<file path="config.mk">
export PLATFORM = sky130hd
export DESIGN_NAME = bound_counter_unit_flat
export DESIGN_NICKNAME = d
export VERILOG_FILES = /design/src/rtl/bound_counter_unit_if.sv /design/src/rtl/bound_counter_unit.sv /design/src/flat_wrapper.sv
export SDC_FILE = /design/constraint.sdc
export NUM_CORES = 1
export LEC_CHECK = 0
export CORE_ASPECT_RATIO = 0.9
export CORE_UTILIZATION = 39
export CTS_CLUSTER_DIAMETER = 120
export DETAILED_ROUTE_END_ITERATION = 8
export GPL_ROUTABILITY_DRIVEN = 0
export PLACE_DENSITY = 0.77
export SYNTH_ARGS = -nofsm -noshare
export SYNTH_HDL_FRONTEND = slang
export SYNTH_SLANG_ARGS = --single-unit
</file>
<file path="constraint.sdc">
create_clock -name clk -period 2.35 [get_ports clk]
set_input_delay 0.3525 -clock clk [delete_from_list [all_inputs] [get_ports clk]]
set_output_delay 0.3525 -clock clk [all_outputs]
set_load 0.01 [all_outputs]
</file>
<file path="src/rtl/bound_counter_unit_if.sv">
// Command/status bundle between next_state_generator and bound_counter_unit.
// master drives count commands and the pad flick; slave returns the count view.
interface bound_counter_unit_if;
  logic       flick_in;
  logic [1:0] count_state;
  logic [4:0] counter_load;
  logic       counter_load_en;
  logic [4:0] counter;
  logic       flick;
  logic       kickback_match;
  logic [15:0] led;

  modport master (
    output flick_in,
    output count_state,
    output counter_load,
    output counter_load_en,
    input  counter,
    input  flick,
    input  kickback_match,
    input  led
  );

  modport slave (
    input  flick_in,
    input  count_state,
    input  counter_load,
    input  counter_load_en,
    output counter,
    output flick,
    output kickback_match,
    output led
  );
endinterface

</file>
<file path="src/rtl/bound_counter_unit.sv">
// Saturating 0..16 LED counter with load, flick synchronizer,
// thermometer LED decode and kickback detection.
module bound_counter_unit (
  input  logic                 clk,
  input  logic                 rst_n,
  bound_counter_unit_if.slave  bus
);

  logic       r_sync1;
  logic       r_sync2;
  logic [4:0] r_counter;
  logic [4:0] w_next;
  logic [4:0] w_load;
  logic       w_ld;
  logic       w_up;
  logic       w_dn;
  logic       w_clr;
  logic [15:0] w_led;

  assign w_ld  = bus.counter_load_en;
  assign w_up  = !w_ld && (bus.count_state == 2'b01);
  assign w_dn  = !w_ld && (bus.count_state == 2'b10);
  assign w_clr = !w_ld && (bus.count_state == 2'b11);

  assign w_load = (bus.counter_load > 5'd16) ? 5'd16 : bus.counter_load;

  always_comb begin
    w_next = r_counter;
    unique case (1'b1)
      w_ld:    w_next = w_load;
      w_up:    w_next = (r_counter >= 5'd16) ? 5'd16 : r_counter + 5'd1;
      w_dn:    w_next = (r_counter == 5'd0) ? 5'd0 : r_counter - 5'd1;
      w_clr:   w_next = 5'd0;
      default: w_next = r_counter;
    endcase
  end

  always_ff @(posedge clk) begin
    if (!rst_n) begin
      r_sync1   <= 1'b0;
      r_sync2   <= 1'b0;
      r_counter <= 5'd0;
    end else begin
      r_sync1   <= bus.flick_in;
      r_sync2   <= r_sync1;
      r_counter <= w_next;
    end
  end

  always_comb begin
    w_led = '0;
    for (int i = 0; i < 16; i++) begin
      w_led[i] = (5'(i) < r_counter);
    end
  end

  assign bus.counter        = r_counter;
  assign bus.flick          = r_sync2;
  assign bus.led            = w_led;
  assign bus.kickback_match = (bus.count_state == 2'b10) && r_sync2 &&
                              ((r_counter == 5'd5) || (r_counter == 5'd0));

endmodule
</file>
<file path="src/flat_wrapper.sv">
// flat-port wrapper written by rule: the top's interface ports become plain ports
module bound_counter_unit_flat 
  (clk, rst_n, bus_flick_in, bus_count_state, bus_counter_load, bus_counter_load_en, bus_counter, bus_flick, bus_kickback_match, bus_led);
  bound_counter_unit_if bus_i ();
  input  logic clk;
  input  logic rst_n;
  input wire logic [$bits(bus_i.flick_in)-1:0] bus_flick_in;
  input wire logic [$bits(bus_i.count_state)-1:0] bus_count_state;
  input wire logic [$bits(bus_i.counter_load)-1:0] bus_counter_load;
  input wire logic [$bits(bus_i.counter_load_en)-1:0] bus_counter_load_en;
  output wire logic [$bits(bus_i.counter)-1:0] bus_counter;
  output wire logic [$bits(bus_i.flick)-1:0] bus_flick;
  output wire logic [$bits(bus_i.kickback_match)-1:0] bus_kickback_match;
  output wire logic [$bits(bus_i.led)-1:0] bus_led;
  assign bus_i.flick_in = bus_flick_in;
  assign bus_i.count_state = bus_count_state;
  assign bus_i.counter_load = bus_counter_load;
  assign bus_i.counter_load_en = bus_counter_load_en;
  assign bus_counter = bus_i.counter;
  assign bus_flick = bus_i.flick;
  assign bus_kickback_match = bus_i.kickback_match;
  assign bus_led = bus_i.led;
  bound_counter_unit u_core (.clk(clk), .rst_n(rst_n), .bus(bus_i));
endmodule
</file>
==> metrics.yaml <==
global_routing:
  grt_pass1_wl_um: 3070
  grt_max_degree: 18
  grt-ovfl-total: 0
  grt_usage: 0.234
  grt_pass1_vias: 696
  grt_antenna_before_repair: 0
power_and_ir_drop:
  intPower_uw: 308
  power_switching_uw: 162
  powerDensity_nw_per_um2: 444
  p_sw_frac: 0.344
  pwr-share-clk: 0.237
  pwr-share-seq: 0.299
  ir_drop_mv: 0.345
  comb_power_share: 0.464
  leakage_nw: 0.432
floorplanning:
  ioPinCount: 34
  start_util: 0.437
  core.rowCount: 13
  die_y_um: 41.3
  die_w_um: 45.6
  coreArea_um2: 1530
  die_area_um2: 1880
yosys:
  yosys.area.top_type_share: 0.210
  seq_area_frac_synth: 0.210
  synth_cells: 92
  syn-cell-area_um2: 668
  synth_edf_count: 0
  yosysWarningCount: 0
  synth_cell_types: 33
  synthArstFlopShare: 0
  syn_area_per_cell_um2: 7.26
  synth_top_cell_by_area: "dfxtp_1"
  ys.flop_type: "dfxtp_1"
  synthTopCellsByArea: "dfxtp_1 (21%), o21ai_0 (8.2%), ha_1 (7.5%), nand2_1 (6.7%), nor2_1 (4.5%)"
  synth_seq_cells: 7
  synth_fp_nets: 107
sta:
  fmax_mhz: 456
  fin_setup_tns_ns: 0
  finalClockSkew_ns: 0.00517
  maxSlewHeadroom: 0.709
  hold_viol: 0
  min_period_ns: 2.19
  drv_slew: 0
  worst_slew_pin_slew_ns: 0.435
  setup_viol: 0
  rsz0062_at_grt: "false"
  fin_crit_sh: 0.933
placement:
  dpl.cell_count: 145
  portBuffers: 33
  hpwlAfterDp_um: 1440
detailed_routing:
  drc_errors: 0
  vias: 777
  wl_um: 1880
  ant_nets: 0
  drt-vias-per-instance: 5.21
  dr.first_iter.drc_count: 12
  wl_per_cell_um: 12.6
  firstDrtPassIters: 4
job:
  drv_cap: 0
clock_tree:
  root_buffer: "clkbuf_4"
  cts_max_level: 1
  numCtsBuffers: 3
  cts.sink_count: 7
  postCtsSetupRepairBufs: 0
  cts_buffer_depth: 2
  cts.reportedPaths.clkPinSlew_ns: 0.06
  clk_latency_ns: 0.26
  cts_tree: "done"
setup_path:
  path_class: "flip-flop to output pin"
  crit_path_end_kind: "output pin"
  reg2reg_depth: 6
  crit_arrival_ns: 1.84
  path_max_fanout: 6
  cp.required_ns: 2.00
  start_kind: "flip-flop"
final_layout:
  layout_common_cells: "clkdlybuf4s50_1 (33), nand2_1 (12), o21ai_0 (11), nor2_1 (8), inv_1 (7)"
  layout.nets: 143
  drive_gt1_frac: 0.126
  final_cell_count_no_fill: 149
  nFillCells: 145
  layout_commonest_cell: "clkdlybuf4s50_1"
  n_antenna_cell: 0
  syn_to_final_growth_pct: 58.4
hold_path:
  hold_depth: 1
  hold_class: "flip-flop to flip-flop"
status:
  status: "finished, final reports clean"
stage by stage:
step                      hold WS, ns  worst slack [ns]   util  cell area, µm²  power (mW)
after detailed placement        0.426             0.342  0.670            1020       0.358
after CTS                       0.441            0.0777  0.688            1050       0.470
after global placement          0.415             0.369  0.670            1020       0.355
after floorplan                 0.412             0.355      -             668       0.246
final                           0.437             0.157  0.692            1060       0.470
after global routing            0.453           0.00902  0.692            1060       0.505
synthesized netlist by cell type, drive strengths merged, types with 3 or more instances:
library cell and n:
buf 4, inv 8, dfxtp 7, nand2 12, clkbuf 3, o21ai 12
ha 4, a21oi 5, nor2 9
power by group through the flow:
stage          combinational [mW]  clock, mW  sequential (mW)
3_3_place_gp                0.213          0            0.142
3_5_place_dp                0.216          0            0.142
5_1_grt                     0.239      0.124            0.142
2_1_floorplan               0.109          0            0.137
4_1_cts                     0.217      0.113            0.140
6_report                    0.218      0.112            0.141
state kept, by name, summed over array words and instances, names as in the netlist:
name                flops
u_core.r_sync1          1
u_core.bus.flick        1
u_core.bus.counter      5
layout make-up:
type                            count  area, µm²  area share
Multi-Input combinational cell     70        464       0.439
Clock inverter                      1       5.00     0.00473
Sequential cell                     7        141       0.134
Inverter                            8       30.0      0.0284
Clock buffer                        3       22.5      0.0213
Tap cell                           22       27.5      0.0260
Timing Repair Buffer               38        368       0.348
critical path: stages, from the launching register on:
cell             delay, ns
dfxtp_1               0.31
inv_1                 0.14
ha_1                  0.18
nor2b_2               0.21
a31oi_1               0.06
nor2_1                0.12
clkdlybuf4s50_1       0.56
cell families after synthesis:
group | share of synthesized area
xor gates and xnor gates | 0.0393
and+or+nand+nor | 0.287
buffers and inverters | 0.103
DFF | 0.210
adders and majority gates | 0.0749
AOI/OAI and AO/OA | 0.287
per-layer routing:
metal / vias up / GRT usage / wire, µm / part of all wire
met3: 2 / 0.0925 / 118 / 0.063
met4: 0 / 0.0455 / 19 / 0.010
met5: - / 0 / 0 / 0
li1: 396 / - / - / -
met2: 29 / 0.382 / 885 / 0.47
met1: 350 / 0.291 / 861 / 0.46
final timing paths:
check                                                   startpoint  slack [ns]                            endpoint
worst max register to register  u_core.bus.counter[1]$_SDFFE_PN0P_        0.52  u_core.bus.counter[4]$_SDFFE_PN0P_
worst min-delay path                     u_core.r_sync1$_SDFF_PN0_        0.44         u_core.bus.flick$_SDFF_PN0_
worst max-delay path            u_core.bus.counter[1]$_SDFFE_PN0P_        0.16                  bus_kickback_match
worst min register to register           u_core.r_sync1$_SDFF_PN0_        0.44         u_core.bus.flick$_SDFF_PN0_
repair_timing:
item | in CTS | in global routing
resized for setup | 0 | 2
setup endpoints to repair | 0 | 5
endpoints found under the hold margin | 0 | 0
hold buffers | 0 | 0
Note: power is estimated with default switching activity, not from simulation.
